[config.mk]
export PLATFORM = sky130hd
export DESIGN_NAME = ram_stream_ctrl
export DESIGN_NICKNAME = d
export VERILOG_FILES = /design/src/rtl/ram_stream_pkg.sv /design/src/rtl/ram_stream_fifo.sv /design/src/rtl/ram_stream_ctrl.sv
export SDC_FILE = /design/constraint.sdc
export NUM_CORES = 1
export LEC_CHECK = 0
export CORE_MARGIN = 3
export CORE_UTILIZATION = 40
export DETAILED_ROUTE_END_ITERATION = 12
export GPL_ROUTABILITY_DRIVEN = 1
export HOLD_SLACK_MARGIN = 0.08
export PLACE_DENSITY_LB_ADDON = 0.1
export SYNTH_ARGS = -nofsm -noshare
export SYNTH_HDL_FRONTEND = slang
export SYNTH_SLANG_ARGS = --single-unit
[constraint.sdc]
create_clock -name CLOCK -period 3.1 [get_ports CLOCK]
set_input_delay 0.465 -clock CLOCK [delete_from_list [all_inputs] [get_ports CLOCK]]
set_output_delay 0.465 -clock CLOCK [all_outputs]
set_load 0.02 [all_outputs]
[src/rtl/ram_stream_pkg.sv]
// Shared defaults and FSM state encoding for the RAM streaming controller.
package ram_stream_pkg;

    localparam int unsigned RAM_STREAM_ADDR_W = 10;
    localparam int unsigned RAM_STREAM_DATA_W = 32;

    typedef enum logic [2:0] {
        StIdle,
        StRd,
        StRdDrain,
        StWr,
        StFin
    } stream_state_e;

endpackage

[src/rtl/ram_stream_fifo.sv]
// Occupancy-counted synchronous skid FIFO; DEPTH must be a power of two.
module ram_stream_fifo #(
    parameter int unsigned DATA_W = 32,
    parameter int unsigned DEPTH  = 4
) (
    input  logic                       CLOCK,
    input  logic                       RESET_N,
    input  logic                       push,
    input  logic [DATA_W-1:0]          wdata,
    input  logic                       pop,
    output logic [DATA_W-1:0]          rdata,
    output logic [$clog2(DEPTH):0]     count,
    output logic                       empty
);

    localparam int unsigned PTR_W = $clog2(DEPTH);

    logic [DATA_W-1:0] mem_q [DEPTH];
    logic [PTR_W-1:0]  wr_ptr_q;
    logic [PTR_W-1:0]  rd_ptr_q;
    logic [PTR_W:0]    count_q;

    // Storage is cleared too so the head word reads as zero during and after reset.
    always_ff @(posedge CLOCK or negedge RESET_N) begin
        if (!RESET_N) begin
            wr_ptr_q <= '0;
            rd_ptr_q <= '0;
            count_q  <= '0;
            for (int i = 0; i < int'(DEPTH); i++) begin
                mem_q[i] <= '0;
            end
        end else begin
            if (push) begin
                mem_q[wr_ptr_q] <= wdata;
                wr_ptr_q        <= wr_ptr_q + PTR_W'(1);
            end
            if (pop) begin
                rd_ptr_q <= rd_ptr_q + PTR_W'(1);
            end
            unique case ({push, pop})
                2'b10:   count_q <= count_q + (PTR_W + 1)'(1);
                2'b01:   count_q <= count_q - (PTR_W + 1)'(1);
                default: count_q <= count_q;
            endcase
        end
    end

    assign rdata = mem_q[rd_ptr_q];
    assign count = count_q;
    assign empty = (count_q == '0);

endmodule

[src/rtl/ram_stream_ctrl.sv]
// Streams a word range between a synchronous RAM and valid/ready ports.
// Optional macro RAM_STREAM_BOUNDS_CHK_EN rejects commands running past the top of RAM.
module ram_stream_ctrl
    import ram_stream_pkg::*;
#(
    parameter int unsigned ADDR_W     = RAM_STREAM_ADDR_W,
    parameter int unsigned DATA_W     = RAM_STREAM_DATA_W,
    parameter int unsigned FIFO_DEPTH = 4
) (
    input  logic              CLOCK,
    input  logic              RESET_N,
    input  logic              start,
    input  logic              mode,
    input  logic [ADDR_W-1:0] base_addr,
    input  logic [ADDR_W:0]   length,
    output logic              busy,
    output logic              done,
    output logic              err,
    input  logic              in_valid,
    output logic              in_ready,
    input  logic [DATA_W-1:0] in_data,
    output logic              out_valid,
    input  logic              out_ready,
    output logic [DATA_W-1:0] out_data,
    output logic [ADDR_W-1:0] ram_addra,
    output logic              ram_write,
    output logic [DATA_W-1:0] ram_data,
    input  logic [DATA_W-1:0] ram_dataout
);

    localparam int unsigned CNT_W   = $clog2(FIFO_DEPTH) + 1;
    localparam int unsigned CLAIM_W = CNT_W + 1;

    stream_state_e     state_q, state_d;
    logic [ADDR_W-1:0] addr_q, addr_d;
    logic [ADDR_W:0]   remain_q, remain_d;
    logic [ADDR_W-1:0] ram_addra_q, ram_addra_d;
    logic              ram_write_q, ram_write_d;
    logic [DATA_W-1:0] ram_data_q, ram_data_d;
    // Read pipeline: address on the RAM port, then data on ram_dataout.
    logic              rd_issue_q, rd_pend_q;

    logic              cmd_ok;
    logic              rd_issue;
    logic              wr_accept;
    logic              pop;
    logic              last_pop;
    logic              fifo_empty;
    logic [CNT_W-1:0]  fifo_count;
    logic [CLAIM_W-1:0] claimed;

`ifdef RAM_STREAM_BOUNDS_CHK_EN
    localparam logic [ADDR_W+1:0] RamWords = (ADDR_W + 2)'(1) << ADDR_W;
    logic [ADDR_W+1:0] cmd_end;
    logic              err_q;

    assign cmd_end = {2'b00, base_addr} + {1'b0, length};
    assign cmd_ok  = (cmd_end <= RamWords);

    always_ff @(posedge CLOCK or negedge RESET_N) begin
        if (!RESET_N) begin
            err_q <= 1'b0;
        end else begin
            err_q <= (state_q == StIdle) && start && !cmd_ok;
        end
    end

    assign err = err_q;
`else
    assign cmd_ok = 1'b1;
    assign err    = 1'b0;
`endif

    // Words already owed to the FIFO count against its space before a new read.
    assign claimed   = {1'b0, fifo_count} + {{(CLAIM_W - 1){1'b0}}, rd_issue_q}
                     + {{(CLAIM_W - 1){1'b0}}, rd_pend_q};
    assign rd_issue  = (state_q == StRd) && (remain_q != '0)
                     && (claimed < CLAIM_W'(FIFO_DEPTH));
    assign wr_accept = (state_q == StWr) && in_valid;
    assign pop       = out_valid && out_ready;
    assign last_pop  = pop && (fifo_count == CNT_W'(1)) && !rd_issue_q && !rd_pend_q;

    always_ff @(posedge CLOCK or negedge RESET_N) begin
        if (!RESET_N) begin
            state_q <= StIdle;
        end else begin
            state_q <= state_d;
        end
    end

    // The command direction lives in the state itself, so mode needs no register.
    always_comb begin
        state_d = state_q;
        unique case (state_q)
            StIdle: begin
                if (start && cmd_ok) begin
                    if (length == '0) begin
                        state_d = StFin;
                    end else begin
                        state_d = mode ? StWr : StRd;
                    end
                end
            end
            StRd: begin
                if (rd_issue && (remain_q == (ADDR_W + 1)'(1))) state_d = StRdDrain;
            end
            StRdDrain: begin
                if (last_pop) state_d = StFin;
            end
            StWr: begin
                if (wr_accept && (remain_q == (ADDR_W + 1)'(1))) state_d = StFin;
            end
            StFin:   state_d = StIdle;
            default: state_d = StIdle;
        endcase
    end

    always_comb begin
        busy     = (state_q != StIdle);
        done     = (state_q == StFin);
        in_ready = (state_q == StWr);
    end

    always_comb begin
        addr_d      = addr_q;
        remain_d    = remain_q;
        ram_addra_d = ram_addra_q;
        ram_write_d = 1'b0;
        ram_data_d  = ram_data_q;
        if ((state_q == StIdle) && start && cmd_ok) begin
            addr_d   = base_addr;
            remain_d = length;
        end
        if (rd_issue || wr_accept) begin
            ram_addra_d = addr_q;
            addr_d      = addr_q + ADDR_W'(1);
            remain_d    = remain_q - (ADDR_W + 1)'(1);
        end
        if (wr_accept) begin
            ram_write_d = 1'b1;
            ram_data_d  = in_data;
        end
    end

    always_ff @(posedge CLOCK or negedge RESET_N) begin
        if (!RESET_N) begin
            addr_q      <= '0;
            remain_q    <= '0;
            ram_addra_q <= '0;
            ram_write_q <= 1'b0;
            ram_data_q  <= '0;
            rd_issue_q  <= 1'b0;
            rd_pend_q   <= 1'b0;
        end else begin
            addr_q      <= addr_d;
            remain_q    <= remain_d;
            ram_addra_q <= ram_addra_d;
            ram_write_q <= ram_write_d;
            ram_data_q  <= ram_data_d;
            rd_issue_q  <= rd_issue;
            rd_pend_q   <= rd_issue_q;
        end
    end

    assign ram_addra = ram_addra_q;
    assign ram_write = ram_write_q;
    assign ram_data  = ram_data_q;

    ram_stream_fifo #(
        .DATA_W (DATA_W),
        .DEPTH  (FIFO_DEPTH)
    ) u_fifo (
        .CLOCK   (CLOCK),
        .RESET_N (RESET_N),
        .push    (rd_pend_q),
        .wdata   (ram_dataout),
        .pop     (pop),
        .rdata   (out_data),
        .count   (fifo_count),
        .empty   (fifo_empty)
    );

    assign out_valid = !fifo_empty;

endmodule

======== Word level (Yosys, flattened, before mapping) ========
Cells that the tools add are included.
word-level totals
  bits in registers ....................... 204
  output and inout bits ................... 80
  bits in writable memories ............... 0
  memories ................................ 0
  latch bits .............................. 0
  input port bits ......................... 91
  ROM bits ................................ 0
operators by class
  mux-type cells .......................... 19
  equal/unequal tests ..................... 12
  bitwise logic cells ..................... 2
  div/mod/pow operators ................... 0
  add/subtract/negate cells ............... 8
  reduce and logical (&&, ||, !) cells .... 23
  order comparisons ....................... 4
  shift-type cells ........................ 0
  multiply operators ...................... 0
operators with widths
  cell                   count
  $bwmux 128             1
  $mux 32                3
  $bmux 32 s2            1
  $demux 32 s2           1
  $mux 11                2
  $mux 10                2
  $mux 3                 5
  $pmux 3 s4             1
  $eq 11x1->1 const B    1
  $logic_and 1x1->1      11
  $logic_not 11->1       1
  $reduce_bool 11->1     1
  $sub 11x1->11 const B  1
  $add 10x1->10 const B  1
  $eq 3x1->1 const B     2
  $eq 3x2->1 const B     2
  $ge 3x3->1 const B     2
  $logic_not 3->1        2
  $not 2->3              2
  $pmux 3 s2             1
  $add 2x1->2 const B    2
  $add 3x1->4            1
  $add 4x1->4            1
  $lt 4x3->1 const B     1
  other kinds (15)       20

======== Longest topological paths before layout ========
  word-level depth ........................ 8
  mapped depth ............................ 10
  mapped depth without buffers ............ 8

======== By module ========
A second synthesis with hierarchy kept.
second synthesis, totals
  cell total of the unflattened synthesis .. 697
  area, all modules ....................... 9,251.4 µm²
modules (own cells, without submodules)
  module           cells an instance  times used  area an instance (µm²)
  ram_stream_fifo  344                1           6,022.0
  ram_stream_ctrl  353                1           3,229.3

======== Least setup slack after synthesis ========
No wires, ideal clock.
  kind .................................... reg2out
  start point ............................. reg u_fifo.rd_ptr_q[0]
  end point ............................... out out_data[10]
  stages on the path, launching flop included .. 4
  path slack .............................. 823 ps
  arrival time ............................ 1,812 ps
  buffers on the path ..................... 2
  required time ........................... 2,635 ps
  path through ............................ dfrtp_1 -> clkbuf_1 -> buf_1 -> mux4_2
between the ends
  cells in the longest elaborated chain, start to end .. 4
ends and longest elaborated chain
  what                                         line                   source
  start, declared                              ram_stream_fifo.sv:20  logic [PTR_W-1:0] rd_ptr_q;
  start signal, assigned                       ram_stream_fifo.sv:38  rd_ptr_q <= rd_ptr_q + PTR_W'(1);
  $not 2->3 (not written as such)              ram_stream_fifo.sv:48  assign rdata = mem_q[rd_ptr_q];
  $bmux 32 s2                                  ram_stream_fifo.sv:48
  $mux 32 (not written as such) (2 in series)  ram_stream_fifo.sv:48
  end, declared                                ram_stream_ctrl.sv:24  output logic [DATA_W-1:0] out_data,
Every way passes these cells. The select of a mux whose other input is x is not followed.

======== Worst setup path after layout ========
  start point ............................. reg u_fifo.rd_ptr_q[1]
  end point ............................... out out_data[0]
The elaborated chain is that of the path after synthesis.

==> impl_metrics.tcl <==
set metrics [dict create \
    status "finished, final reports clean" \
    cts_root_buf "clkbuf_16" \
    io_pins 171 \
    std_cell_rows 54 \
    clk_latency_ps 510 \
    area_growth_pct 31.1 \
    antenna_cells 0 \
    dpl_cell_area_um2 11200 \
    yosysTopAreaCellShare_pct 56.1 \
    ir_worst_vdd_v 0.000594 \
    fin_nets 980 \
    leakagePower_nw 5.14 \
    worstPathArrival_ps 2450 \
    synth-edff-count 0 \
    r2r_setup_slack_ps 430 \
    syn_nets 807 \
    vias 6188 \
    fin_crit_sh_pct 94.1 \
    fin_crit_ps 2920 \
    stdcell_area_um2 11900 \
    fillers 1853 \
    cp-end-kind "output port" \
    dieHeight_um 157 \
    synthTopCellsByArea "dfrtp_1, mux2_2, mux4_2, nand2_1, ha_1" \
    whs_ps 432 \
    min_from "rd_issue_q" \
    hold_depth 0 \
    wl_per_cell_um 18.3 \
    power_frac_clock_pct 18.9 \
    cts.sinks 204 \
    grt_max_degree 86 \
    final_common_cell "dfrtp_1" \
    skew_ps 16.5 \
    intPower_w 0.00890 \
    worstReg2RegEnd "addr_q[4]" \
    timing.rr.start "remain_q[1]" \
    cts_tree "done" \
    antenna_left 0 \
    layout_common_cells "dfrtp_1, clkdlybuf4s50_1, nand2_1" \
    netSwitchingPower_w 0.00481 \
    reg2reg_depth 7 \
    min_to "rd_pend_q" \
    rsz0062_at_grt "false" \
    crit_fanout 22 \
    slew_viol_final 0 \
    finalPower_w 0.0137 \
    maxSlewHeadroom_pct 45.4 \
    required_ps 2630 \
    cts.path.max_buffers 3 \
    pwr-share-comb_pct 44.9 \
    cap_viol_max_count 0 \
    die-area_um2 24600 \
    ys_seq_elements 204 \
    port_buffers 169 \
    place.gp.congestion 0.780 \
    ys_warn_count 0 \
    wl_um 21500 \
    drive_above_1_share_pct 26.7 \
    coreArea_um2 22100 \
    switching_share_pct 35.1 \
    start_util_pct 41.2 \
    fmax_mhz 343 \
    grt_pass1_wl_um 35300 \
    finalHoldViolCount 0 \
    ys.flop_type "dfrtp_1" \
    setup_viol 0 \
    netlist_area_um2 9100 \
    min_path_type "reg -> reg" \
    antenna_found_initial 0 \
    pwr-share-seq_pct 36.2 \
    synthArstFlopShare_pct 100 \
    ys_seq_area_share_pct 56.1 \
    synthCells 703 \
    grt_pass1_vias 6848 \
    fin_util_pct 54.0 \
    viasPerCell 5.28 \
    cts_buffers 24 \
    synth_cell_types 58 \
    postCtsSetupRepairBufs 0 \
    first_pass_iters 4 \
    crit_type "reg -> out" \
    dpl.hpwl_um 14400 \
    cp-startpoint "u_fifo.rd_ptr_q[1]" \
    cts-htree-levels 1 \
    drt_iter0_drc 171 \
    worstMarginPinSlew_ps 819 \
    power_density_nw_per_um2 1150 \
    grt_overflow 0 \
    die_x_um 157 \
    critPathLaunchType "flop" \
    synth_area_per_cell_um2 12.9 \
    clk_pin_slew_worst_paths_ps 60 \
    setup-tns-final_ps 0 \
    drc 0 \
    grt_usage_pct 17.7 \
    synth_top_cell_by_area "dfrtp_1" \
]
power groups by stage:
stage	Combinational, W	Sequential (W)	Clock, W
floorplan	0.00380	0.00486	0
global placement	0.00608	0.00492	0
detailed placement	0.00624	0.00500	0
CTS	0.00625	0.00497	0.00269
global route	0.00668	0.00514	0.00280
finish	0.00616	0.00497	0.00259
worst max path at each step:
| stage | end | slack (ps) | depth (start not counted) |
|---|---|---|---|
| final | out_data[0] | 180 | 3 |
| after global routing | out_data[18] | 50 | 3 |
| after CTS | out_data[27] | 60 | 3 |
| after detailed placement | addr_q[4] | 460 | 7 |
| after global placement | out_data[27] | 620 | 3 |
| after floorplan | out_data[10] | 820 | 3 |
worst max-delay path, stage by stage (launching register included):
cell	delay [ps]
dfrtp_2	790
buf_4	300
mux4_2	310
clkdlybuf4s50_1	560
final cells by class:
class                   instances  area, um2  share of cell area [%]
repair buffers                187       1910                    16.0
multi-input cells             445       3770                    31.6
flip-flops and latches        204       5110                    42.8
well taps                     280        350                    2.94
clock inverters                12       63.8                   0.535
clock buffers                  31        668                    5.60
inverters                      14       52.6                   0.441
metal layers:
metal	up-vias	GRT usage, %	share of wire, %
met5	-	0	0
met4	0	4.09	2.1
met3	37	5.64	7.6
met2	179	29.3	48
met1	3122	22.7	42
li1	2850	-	-
flip-flops by register name, summed over array words and instances (netlist names):
| name | count |
|---|---|
| ram_addra | 10 |
| u_fifo.mem_q | 128 |
| rd_issue_q | 1 |
| remain_q | 11 |
| rd_pend_q | 1 |
| ram_write | 1 |
| ram_data | 32 |
| addr_q | 10 |
| state_q | 3 |
| u_fifo.wr_ptr_q | 2 |
| u_fifo.rd_ptr_q | 2 |
| u_fifo.count | 3 |
synthesized netlist by cell type (4+ instances only):
library cell / count
nand3_1: 9
nor4_1: 4
nand2_1: 151
nor2_1: 13
nor3_1: 6
mux2_2: 128
inv_1: 14
o221a_2: 5
ha_1: 13
o311ai_0: 5
o211ai_1: 7
clkbuf_1: 16
o21ai_0: 11
buf_1: 17
dfrtp_1: 204
mux4_2: 32
cells by family (layout without fill, tap and decap cells):
family	after synthesis	count (layout)	synth area share (%)
buffers and inverters	54	244	2.54
multiplexers	161	161	23.9
AND/OR/NAND/NOR	211	211	10.4
other	1	1	0.0412
XOR/XNOR	6	6	0.578
flip-flops	204	204	56.1
AO/OA/AOI/OAI	53	53	4.74
adder cells (fa/ha/maj)	13	13	1.79
through the flow:
stage,std cells,setup WS [ps]
6_report,1173,182
5_1_grt,1173,47.4
4_1_cts,1173,64.3
3_5_place_dp,1129,462
3_3_place_gp,1129,620
2_1_floorplan,703,823
what timing repair did:
item	4_1_cts	5_1_grt
resized for setup	0	1
hold endpoints to repair	83	0
endpoints found under the setup margin	0	1
hold buffers	1	0
Note: power is estimated with default switching activity, not from simulation.
